### config.mk
export PLATFORM = sky130hd
export DESIGN_NAME = adder4_seq
export DESIGN_NICKNAME = d
export VERILOG_FILES = /design/src/rtl/adder4_seq.sv
export SDC_FILE = /design/constraint.sdc
export NUM_CORES = 1
export LEC_CHECK = 0
export ABC_AREA = 1
export CORE_MARGIN = 10
export CORE_UTILIZATION = 45
export CTS_CLUSTER_SIZE = 16
export DETAILED_ROUTE_END_ITERATION = 10
export PLACE_DENSITY = 0.82
export SLEW_MARGIN = 10
export SYNTH_ARGS = -nofsm -noshare
export SYNTH_HDL_FRONTEND = slang
export SYNTH_SLANG_ARGS = --single-unit
### constraint.sdc
create_clock -name clk -period 1.7 [get_ports clk]
set_input_delay 0.425 -clock clk [delete_from_list [all_inputs] [get_ports clk]]
set_output_delay 0.425 -clock clk [all_outputs]
set_load 0.03 [all_outputs]
### src/rtl/adder4_seq.sv
// adder4_seq: multi-nibble addition sequencer driving one shared external adder4.
// Each nibble takes two adder passes: first a_q[n] + b_q[n], then the partial sum
// plus the carry from the previous nibble. This folds the carry in without a
// carry-in pin on the adder.
module adder4_seq #(
    parameter int NIBBLES = 4
) (
    input  logic                 clk,
    input  logic                 rst_n,
    input  logic                 in_valid,
    output logic                 in_ready,
    input  logic [4*NIBBLES-1:0] op_a,
    input  logic [4*NIBBLES-1:0] op_b,
    output logic                 out_valid,
    input  logic                 out_ready,
    output logic [4*NIBBLES-1:0] sum,
    output logic                 cout,
    output logic                 busy,
    output logic [3:0]           add_a,
    output logic [3:0]           add_b,
    input  logic [3:0]           add_s,
    input  logic                 add_c4
);

    localparam int W     = 4 * NIBBLES;
    localparam int IDX_W = (NIBBLES > 1) ? $clog2(NIBBLES) : 1;
    localparam logic [IDX_W-1:0] LAST_IDX = IDX_W'(NIBBLES - 1);

    typedef enum logic [1:0] {
        IDLE   = 2'd0,
        ADD_AB = 2'd1,
        ADD_C  = 2'd2,
        DONE   = 2'd3
    } state_t;

    state_t           state;
    logic [W-1:0]     a_q;
    logic [W-1:0]     b_q;
    logic [W-1:0]     sum_q;
    logic [3:0]       tmp;
    logic             c_pass;
    logic             carry;
    logic [IDX_W-1:0] idx;

    // The adder operands are a mux of registered values, so the adder round trip fits in one cycle.
    always_comb begin
        // NOTE: assign defaults before the case so that no path leaves a value unassigned, which would infer a latch.
        add_a = '0;
        add_b = '0;
        case (state)
            ADD_AB: begin
                add_a = a_q[{idx, 2'b00} +: 4];
                add_b = b_q[{idx, 2'b00} +: 4];
            end
            ADD_C: begin
                add_a = tmp;
                add_b = {3'b000, carry};
            end
            default: ;
        endcase
    end

    // Sequencer FSM. The handshake and busy flags are registered alongside the state.
    always_ff @(posedge clk or negedge rst_n) begin
        if (!rst_n) begin
            // NOTE: this block uses non-blocking assignments only, so every register updates from pre-edge values.
            state     <= IDLE;
            a_q       <= '0;
            b_q       <= '0;
            sum_q     <= '0;
            tmp       <= '0;
            c_pass    <= 1'b0;
            carry     <= 1'b0;
            idx       <= '0;
            in_ready  <= 1'b1;
            out_valid <= 1'b0;
            busy      <= 1'b0;
        end else begin
            case (state)
                IDLE: begin
                    if (in_valid) begin
                        a_q      <= op_a;
                        b_q      <= op_b;
                        idx      <= '0;
                        carry    <= 1'b0;
                        in_ready <= 1'b0;
                        busy     <= 1'b1;
                        state    <= ADD_AB;
                    end
                end
                ADD_AB: begin
                    tmp    <= add_s;
                    c_pass <= add_c4;
                    state  <= ADD_C;
                end
                ADD_C: begin
                    sum_q[{idx, 2'b00} +: 4] <= add_s;
                    // At most one of these can be set: 15+15 leaves S=14, and 14+1 cannot carry.
                    carry <= c_pass | add_c4;
                    if (idx == LAST_IDX) begin
                        busy      <= 1'b0;
                        out_valid <= 1'b1;
                        state     <= DONE;
                    end else begin
                        idx   <= idx + IDX_W'(1);
                        state <= ADD_AB;
                    end
                end
                DONE: begin
                    if (out_ready) begin
                        out_valid <= 1'b0;
                        in_ready  <= 1'b1;
                        state     <= IDLE;
                    end
                end
                default: state <= IDLE;
            endcase
        end
    end

    assign sum  = sum_q;
    assign cout = carry;

endmodule

Word level (Yosys, flattened, before mapping)
Cells that the tools add are included.
{"block": "word_totals", "ff_bits": 61, "in_bits": 41, "output_inout_bits": 28, "word_cells": 57}
{"block": "classes", "n_addsub": 2, "eq_ne": 8, "n_shift": 4, "mux": 20, "n_bitwise": 1, "reduce_logical": 11}
{"cell": "$shiftx 16x5->4", "n": 2}
{"cell": "$bwmux 16", "n": 1}
{"cell": "$pmux 4 s2", "n": 2}
{"cell": "$shift 4x6->16 const A", "n": 1}
{"cell": "$shiftx 4x6->16", "n": 1}
{"cell": "$reduce_and 3->1", "n": 4}
{"cell": "$mux 2", "n": 5}
{"cell": "$ne 2x2->1 const B", "n": 4}
{"cell": "$pmux 1 s2", "n": 4}
{"cell": "$pmux 2 s4", "n": 1}
{"cell": "$eq 2x2->1 const B", "n": 3}
{"cell": "$mux 1", "n": 6}
{"cell": "$neg 4->6", "n": 1}
{"cell": "$reduce_and 2->1", "n": 3}
{"cell": "$reduce_bool 2->1", "n": 3}
{"cell": "$pmux 2 s2", "n": 1}
{"cell": "$add 2x1->2 const B", "n": 1}
{"cell": "$eq 2x1->1 const B", "n": 1}
{"cell": "$logic_not 2->1", "n": 1}
{"cell": "$or 1x1->1", "n": 1}

Depth between registers and ports, before layout
Gate-level depths: netlist of run 1.
{"block": "depth", "word_depth": 3, "depth_mapped": 8, "mapped_depth_nobuf": 8}

Worst setup path before layout of run 1
Ideal clock, no wire load.
{"block": "synth_path", "kind": "reg2out", "from": "register state[0]", "to": "output port add_b[1]", "arrival_ns": 1.402, "t_required_ns": 1.275, "setup_slack_ns": -0.127, "stages_incl_launch_ff": 5, "path_buffers": 0, "path_cell_list": "dfrtp_1 -> inv_1 -> ha_1 -> nand2_1 -> a21oi_1"}
{"block": "synth_via", "elab_chain_cells": 2}
{"element": "start: declaration", "line_no": "36", "text": "state_t state;"}
{"element": "start signal: assignment", "line_no": "67", "text": "state <= IDLE;"}
{"element": "start signal: assignment", "line_no": "88", "text": "state <= ADD_AB;"}
{"element": "start signal: assignment", "line_no": "94", "text": "state <= ADD_C;"}
{"element": "$eq 2x2->1 / $eq 2x1->1 (equally long branches)", "line_no": "50", "text": "case (state)"}
{"element": "$pmux 4 s2 (*)", "line_no": "50"}
{"element": "end: declaration", "line_no": "20", "text": "output logic [3:0] add_b,"}
Every way passes the cells marked *; elsewhere a longest branch is shown, timed or not.

Final worst setup path of run 1
{"block": "layout_path", "from": "register state[1]", "to": "output port add_b[3]"}
The elaborated chain is that of the path after synthesis.

==> flow_summary.toml, run 1 <==
[worst_setup_path]
setup.worst_path.start_class = "register"
r2r-start = "state[1]"
worst_path_most_repeated_cell = "buf_6"
startpoint = "state[1]"
cp_slowest_cell = "dfrtp_1"
crit_type = "register to primary output"
critPathRequiredTime_ns = 1.27
path_cells = "inv_2 > ha_4 > nand2_4 > buf_6 > a21oi_4 > buf_6"
worstPathMaxFanout = 3
setup.worst_path.end = "add_b[3]"
critPathMaxStageDelay_ns = 0.38
crit_arrival_ns = 1.57
critPathCaptureType = "primary output"
r2r_end = "sum[14]"
r2r_setup_slack_ns = 0.13
ff2ff_path_depth = 7

[timing]
finalHoldViolations = 0
fmaxAchievable_mhz = 502
tightest_slew_ns = 0.335
slew_viol_final = 0
rsz0062_at_grt = "yes"
finalSetupViolCount = 8
slew_headroom_pct = 77.7
setup_ws_ns = -0.294
timing.final.crit_period_ns = 1.99
whs_ns = 0.0540
clock_skew_ns = 0.00551
finalCritPeriodShare_pct = 117

[clocking]
clk_pin_slew_ns = 0.07
clock_tree.buffer_depth = 2
postCtsSetupBuffers = 0
cts_tree = "built"
htreeDepth = 3
postCtsHoldBufs = 0
clockRootBuffer = "clkbuf_8"
clock_latency_ns = 0.35
cts.sinks = 61
numCtsBuffers = 9

[synth]
synth_flop_cell = "dfrtp_1"
yosysWarnings = 0
synth.avg_cell_area_um2 = 8.18
ys_ff_latch = 61
syn_nets = 415
synth_area_leaders = "dfrtp_1, nand2_1, nand3_1"
synthDistinctLibCells = 24
synth_top_area_share_pct = 50.4
yosysTopAreaCell = "dfrtp_1"
synth_edf_count = 0
synthArstFlopShare_pct = 100
yosysMostFrequentCell = "nand2_1"
synth.top_cells.by_count = "nand2_1, dfrtp_1, nand3_1"
ys_seq_area_share_pct = 51.3
syn_inst = 364
synth.cell_area_mm2 = 0.00298

[die]
rows = 29
fp.dieH_um = 101
start_util_pct = 46.6
pin_count = 69
dieArea_mm2 = 0.0103
chipWidth_um = 101
core_area_mm2 = 0.00639

[drt]
totalWireLength_mm = 7.84
drtAntennaViolNets = 0
firstDrtPassIters = 4
viasPerCell = 5.14
avgRoutedWirePerCell_um = 15.0
dr_total_vias = 2690
drc_errors = 0
first_iter_violations = 127

[placement]
portBuffers = 68
place_hpwl_mm = 5.59
place_congestion = 0.844

[final_layout]
areaGrowthSynthToFinish_pct = 37.8
post-route-util_pct = 64.3
nets = 492
antenna_cells = 0
layout-drive-gt1-share_pct = 17.3

[power]
power.density_mw_per_mm2 = 1750
p_leak_nw = 2.07
ir_drop_mv = 0.859

[global_route]
grt_pass1_wl_mm = 12.9
grt_max_degree = 62
gr-usage-all-layers_pct = 15.6
grt_pass1_vias = 2813
antenna_found_initial = 0
gr-total-overflow = 0

[job]
cap_violations = 0

[outcome]
violations = "setup timing"
status = "finished, violations left"

[hold_path]
hold_path_class = "primary input to asynchronous set/reset pin"
[routing by layer]
layer	wire length, um	part of all wire (%)	track usage [%]	up-vias
met2	3840	49	25.0	84
li1	-	-	-	1324
met5	0	0	0	-
met1	3330	43	19.0	1273
met4	71	0.91	4.82	0
met3	594	7.6	5.85	9
[flip-flops by register name, summed over array words and instances, names as in the netlist, 2 cells and up]
| name | flops |
|---|---|
| a_q | 16 |
| b_q | 16 |
| idx | 2 |
| state | 2 |
| sum | 16 |
| tmp | 4 |
[how the worst min path moves through the flow]
stage	slack, ns	to	cells after the start	startpoint
global route	0.1	sum[6]	2	rst_n
floorplan	0.13	a_q[0]	0	rst_n
detailed placement	0.46	sum[4]	2	rst_n
CTS	0.09	sum[0]	2	rst_n
finish	0.05	sum[12]	2	rst_n
global placement	0.45	sum[7]	2	rst_n
[cell families (layout without fill, tap and decap cells)]
family | Yosys count | in the layout | synth area share (%)
buf+inv | 47 | 129 | 7.52
compound gates | 34 | 34 | 5.92
simple gates | 209 | 209 | 29.9
mux | 3 | 3 | 1.13
fa+ha+maj | 10 | 10 | 4.20
flops | 61 | 61 | 51.3
[cell type report]
cell class / count / area [um^2]
fillers: 551 / 2280
flip-flops and latches: 61 / 1530
multi-input cells: 256 / 1340
repair buffers: 84 / 828
clock buffers: 13 / 179
inverters: 29 / 120
well taps: 77 / 96.3
clock inverters: 3 / 17.5
[through the flow]
| stage | setup slack, ns | power, mW | instances | instance area, um^2 | TNS, ns |
|---|---|---|---|---|---|
| 3_3_place_gp | 0.0165 | 5.61 | 507 | 3780 | 0 |
| 2_1_floorplan | -0.127 | 4.51 | 364 | 2990 | -0.381 |
| 6_report | -0.294 | 7.17 | 523 | 4110 | -2.08 |
| 5_1_grt | -0.333 | 7.69 | 523 | 4110 | -2.55 |
| 4_1_cts | -0.245 | 7.09 | 523 | 4060 | -1.92 |
| 3_5_place_dp | -0.0369 | 5.73 | 507 | 3780 | -0.223 |
[power breakdown]
| part | internal (mW) | leakage [nW] | total [mW] | switching, mW |
|---|---|---|---|---|
| Combinational | 1.35 | 1.24 | 3.50 | 2.15 |
| Clock | 0.683 | 0.101 | 1.25 | 0.565 |
| Sequential | 2.10 | 0.737 | 2.43 | 0.332 |
| Total | 4.13 | 2.07 | 7.17 | 3.05 |
[layout by cell type (no fill, tap or decap), drive strengths merged]
cell,n
a21oi,17
dfstp,1
nor3b,2
clkdlybuf4s50,39
nand4,1
inv,28
o22ai,2
nand3,56
ha,10
clkbuf,13
mux2,3
nand2,129
nand3b,1
nor2,17
buf,26
dfrtp,60
dlygate4sd2,19
o21ai,15
clkinv,3
nor3,3
clkinvlp,1
[critical path, delay by kind of cell (launching register included)]
family,cells,cell delay (ns)
flip-flops,1,0.38
buffers and inverters,3,0.36
adder cells (fa/ha/maj),1,0.30
AO/OA/AOI/OAI,1,0.12
AND/OR/NAND/NOR,1,0.07
[what timing repair did]
item | 4_1_cts | 5_1_grt
pin swaps | 9 | 7
setup endpoints to repair | 32 | 11
resized for setup | 47 | 11
No activity file was read; power rests on OpenSTA's default activity.
==> run 2: changes to the inputs <==
CORE_UTILIZATION = 48   (was 45)
PLACE_DENSITY = 0.83   (was 0.82)
clock period = 1.9 ns   (was 1.7 ns; I/O delays follow)
==> run 2 against run 1 <==
The flow still finishes with violations (setup timing). Core utilization increased by 4.8 points. Die area decreased by 5.0%. Via count increased by 0.26%. Register-to-register slack improved by 0.06 ns. Non-clock buffer count unchanged. Worst setup slack improved by 0.19 ns. Clock power decreased by 17%. Clock skew increased by 0.0023 ns. Highest routed layer unchanged. Sequential share of layout area decreased by 0.31 points. Sequential cell count unchanged.
==> flow_summary.toml, run 2 (synthesis results as in run 1) <==
[clocking]
htreeDepth = 3
cts_tree = "built"
clockRootBuffer = "clkbuf_8"
clk_pin_slew_ns = 0.07
cts.sinks = 61
clock_latency_ns = 0.34
numCtsBuffers = 9
clock_tree.buffer_depth = 2
postCtsHoldBufs = 0

[drt]
met3_length_um = 478
avgRoutedWirePerCell_um = 15.4
top_layer = "met4"
firstDrtPassIters = 4
dr_total_vias = 2697
first_iter_violations = 117
met1_length_mm = 3.24
drc_errors = 0
totalWireLength_mm = 8.01
wl_met2_mm = 4.17
drtAntennaViolNets = 0
viasPerCell = 5.19

[die]
pin_count = 69
dieArea_mm2 = 0.00976
chipWidth_um = 98.8
start_util_pct = 49.7
fp.dieH_um = 98.8
rows = 28
core_area_mm2 = 0.00599

[worst_setup_path]
setup.worst_path.start_class = "register"
critPathRequiredTime_ns = 1.42
cp.depth = 6
crit_type = "register to primary output"
critPathTopFamily = "flip-flops"
critPathCaptureType = "primary output"
cp_slowest_cell = "dfrtp_1"
path_buf_inv = 3
crit_arrival_ns = 1.53
critPathMaxStageDelay_ns = 0.36
worst_path_most_repeated_cell = "buf_6"
path_cells = "inv_2 > ha_4 > nand2_4 > buf_6 > a21oi_4 > buf_6"
ff2ff_path_depth = 6
worstPathMaxFanout = 4

[outcome]
status = "finished, violations left"
violations = "setup timing"

[timing]
finalHoldViolations = 0
clock_skew_ns = 0.00777
slew_viol_final = 0
tightest_slew_ns = 0.356
timing.final.crit_period_ns = 2.00
finalSetupViolCount = 8
slew_headroom_pct = 76.3
setup_ws_ns = -0.104
fin_setup_tns_ns = -0.631
fmaxAchievable_mhz = 499
finalCritPeriodShare_pct = 105
rsz0062_at_grt = "yes"

[final_layout]
areaGrowthSynthToFinish_pct = 39.0
nets = 492
nFillCells = 461
layout_common_cells = "nand2_1, dfrtp_1, clkdlybuf4s50_1"
design_area_mm2 = 0.00414
antenna_cells = 0
final_cells = 520
multi_input_area_mm2 = 0.00135
layout-drive-gt1-share_pct = 16.4
seq_area_mm2 = 0.00153
layout_commonest_cell = "nand2_1"

[placement]
post-place-cells = 504
place_ws_ns = 0.135
place_area_mm2 = 0.00379
place_congestion = 0.807
portBuffers = 68
place_hpwl_mm = 5.70

[global_route]
antenna_found_initial = 0
grt_pass1_wl_mm = 13.4
gr-usage-all-layers_pct = 16.6
grt_pass1_vias = 2816
gr-total-overflow = 0
grt_max_degree = 62

[job]
cap_violations = 0

[power]
p_leak_nw = 2.03
ir_drop_mv = 0.805
power.density_mw_per_mm2 = 1570

[hold_path]
hold_path_class = "primary input to asynchronous set/reset pin"
[run 2: cell count changes in the layout (fill, tap and decap cells not counted), sizes merged]
cell and change:
clkdlybuf4s50 +17, dlygate4sd2 -17, buf -1, clkbuf +1
clkinv -1, clkinvlp -1, dlymetal6s2s +1
[run 2: worst register-to-register path: cells and delay by family, from the launching register on]
kind	cells	cell delay (ns)
AO/OA/AOI/OAI	1	0.26
AND/OR/NAND/NOR	1	0.15
flip-flops	1	0.44
adder cells (fa/ha/maj)	1	0.27
buffers and inverters	3	0.50
[run 2: cell type report]
type	instances	area share, %
clock buffers	14	4.17
multi-input cells	256	32.5
well taps	75	2.27
flip-flops and latches	61	36.9
clock inverters	1	0.121
inverters	29	2.84
repair buffers	84	21.2
[run 2: power breakdown]
| group | internal [mW] | switching, mW |
|---|---|---|
| Sequential | 1.88 | 0.292 |
| Clock | 0.572 | 0.464 |
| Combinational | 1.34 | 1.96 |
| Total | 3.79 | 2.71 |
[run 2: layer usage]
layer / track usage, % / vias to the layer above
met5: 0 / -
met4: 6.06 / 0
met3: 4.82 / 12
met2: 28.5 / 77
met1: 19.2 / 1293
li1: - / 1315
[run 2: worst paths after layout]
kind / start / endpoint / slack [ns]
setup / recovery: state[0] / add_b[3] / -0.10
max in group asynchronous: rst_n / idx[0] / 1.48
min in group clk: a_q[4] / a_q[4] / 0.47
hold reg to reg: a_q[4] / a_q[4] / 0.47
hold / removal: rst_n / c_pass / 0.12
setup reg to reg: idx[0] / sum[15] / 0.19
[run 2: repair_timing]
item                       CTS  global route
setup endpoints to repair   10             9
hold endpoints to repair     0             0
resized for setup           36            11
pin swaps                    8             8
buffers inserted             1             0
[run 2: through the flow]
| step | power, mW | util (%) | hold slack, ns |
|---|---|---|---|
| global placement | 5.03 | 63.2 | 0.455 |
| finish | 6.50 | 69.1 | 0.116 |
| global route | 6.97 | 69.1 | 0.162 |
| CTS | 6.46 | 68.4 | 0.143 |
| floorplan | 4.02 | - | 0.179 |
| detailed placement | 5.14 | 63.2 | 0.458 |
==> run 3: changes to the inputs <==
CORE_UTILIZATION = 45   (was 48)
GPL_TIMING_DRIVEN = 0   (was default)
PLACE_DENSITY = 0.82   (was 0.83)
clock period = 1.7 ns   (was 1.9 ns; I/O delays follow)
==> run 3 against run 2 <==
The run still ends with setup timing left. Via count rose by 3.9%. Count of clock-buffer cells in the layout unchanged. Die area increased by 5.3%. Worst setup slack got worse by 0.22 ns. Clock skew is 0.0033 ns lower. Wire length increased by 5.0%. Critical path type unchanged. Largest cell class unchanged.
==> flow_summary.toml, run 3 (synthesis results as in run 1) <==
[die]
chipWidth_um = 101
dieArea_mm2 = 0.0103
fp.dieH_um = 101
rows = 29
start_util_pct = 46.6
core_area_mm2 = 0.00639
pin_count = 69

[power]
internal-power_mw = 4.25
ir_drop_mv = 0.870
p_leak_nw = 2.16
pwr-share-clk_pct = 15.5
switching_share_pct = 43.2
pwr-share-seq_pct = 32.5
combPwrFrac_pct = 52.0
power.density_mw_per_mm2 = 1740
p_sw_mw = 3.24

[drt]
totalWireLength_mm = 8.41
viasPerCell = 5.21
drc_errors = 0
first_iter_violations = 153
firstDrtPassIters = 4
avgRoutedWirePerCell_um = 15.6
dr_total_vias = 2802
met1_length_mm = 3.43
wl_met2_mm = 4.21
top_layer = "met4"
drtAntennaViolNets = 0
met3_length_um = 594

[global_route]
grt_max_degree = 62
grt_pass1_wl_mm = 13.3
antenna_found_initial = 0
gr-total-overflow = 0
gr-usage-all-layers_pct = 16.1
grt_pass1_vias = 2878

[job]
cap_violations = 0

[clocking]
numCtsBuffers = 9
cts_tree = "built"
postCtsHoldBufs = 0
clk_pin_slew_ns = 0.06
clockRootBuffer = "clkbuf_8"
clock_latency_ns = 0.34
cts.sinks = 61
htreeDepth = 3
clock_tree.buffer_depth = 2

[outcome]
status = "finished, violations left"
violations = "setup timing"

[worst_setup_path]
crit_arrival_ns = 1.60
critPathMaxStageDelay_ns = 0.40
worstPathMaxFanout = 4
critPathRequiredTime_ns = 1.27
cp_slowest_cell = "dfrtp_1"
critPathCaptureType = "primary output"
crit_type = "register to primary output"
setup.worst_path.start_class = "register"
path_cells = "inv_2 > ha_4 > buf_4 > nand3_2 > nand2_4 > buf_6"

[placement]
place_hpwl_mm = 5.63
post-place-cells = 509
portBuffers = 68
place_congestion = 0.852

[final_layout]
nets = 508
seq_area_mm2 = 0.00153
multi_input_area_mm2 = 0.00145
post-route-util_pct = 67.4
layout-drive-gt1-share_pct = 22.1
layout_commonest_cell = "nand2_1"
layout_common_cells = "nand2_1, dfrtp_1, nand3_1"
antenna_cells = 0
nFillCells = 506
final_cells = 538
areaGrowthSynthToFinish_pct = 44.4

[timing]
tightest_slew_ns = 0.753
finalHoldViolations = 0
finalSetupViolCount = 8
clock_skew_ns = 0.00448
finalCritPeriodShare_pct = 119
setup_ws_ns = -0.326
rsz0062_at_grt = "yes"
timing.final.crit_period_ns = 2.03
slew_headroom_pct = 49.8
slew_viol_final = 0
fmaxAchievable_mhz = 494

[hold_path]
hold_path_class = "primary input to asynchronous set/reset pin"
-- run 3: what timing repair did --
item	4_1_cts	5_1_grt
pin swaps	10	13
setup endpoints to repair	44	22
resized for setup	115	38
setup buffers	15	0
hold endpoints to repair	0	0
cloned	1	0
-- run 3: layout make-up --
type / instances / area share [%]
plain buffers: 16 / 3.11
clock buffers: 14 / 4.01
clock inverters: 1 / 0.116
inverters: 29 / 3.05
multi-input cells: 256 / 33.6
flip-flops and latches: 61 / 35.5
well taps: 77 / 2.24
repair buffers: 84 / 18.3
-- run 3: worst max-delay path, delay by kind of cell, from the launching register on --
family	cells	cell delay, ns
and+or+nand+nor	2	0.18
buffers and inverters	3	0.35
DFF	1	0.40
adders and majority gates	1	0.32
-- run 3: path summary, 6_finish.rpt --
check	from	to	slack, ns	depth (start not counted)
worst max-delay path	state[0]	add_a[0]	-0.33	6
worst min-delay path	rst_n	sum[7]	0.15	1
worst max register to register	idx[0]	sum[9]	0.03	9
max in group asynchronous	rst_n	a_q[13]	1.06	1
min in group clk	a_q[6]	a_q[6]	0.47	2
worst min register to register	a_q[6]	a_q[6]	0.47	2
-- run 3: per-layer routing --
layer  vias up  GRT usage, %
li1       1347             -
met3        16          4.63
met1      1348          18.4
met2        91          26.7
met5         -             0
met4         0          8.47
-- run 3: metrics by stage --
step / setup slack [ns] / cell area [um^2] / TNS [ns] / hold WS [ns] / power (mW)
floorplan: -0.127 / 2990 / -0.381 / 0.129 / 4.51
global placement: -1.60 / 3770 / -103.75 / 0.458 / 5.53
detailed placement: -0.809 / 3770 / -8.02 / 0.459 / 5.66
CTS: -0.276 / 4180 / -2.02 / 0.176 / 7.24
global route: -0.374 / 4300 / -3.02 / 0.211 / 8.00
finish: -0.326 / 4300 / -2.39 / 0.154 / 7.49
-- run 3: power groups by stage --
stage / sequential, mW / combinational [mW] / clock, mW
2_1_floorplan: 2.74 / 1.77 / 0
3_3_place_gp: 2.42 / 3.12 / 0
3_5_place_dp: 2.45 / 3.21 / 0
4_1_cts: 2.41 / 3.64 / 1.18
5_1_grt: 2.49 / 4.27 / 1.24
6_report: 2.43 / 3.89 / 1.16
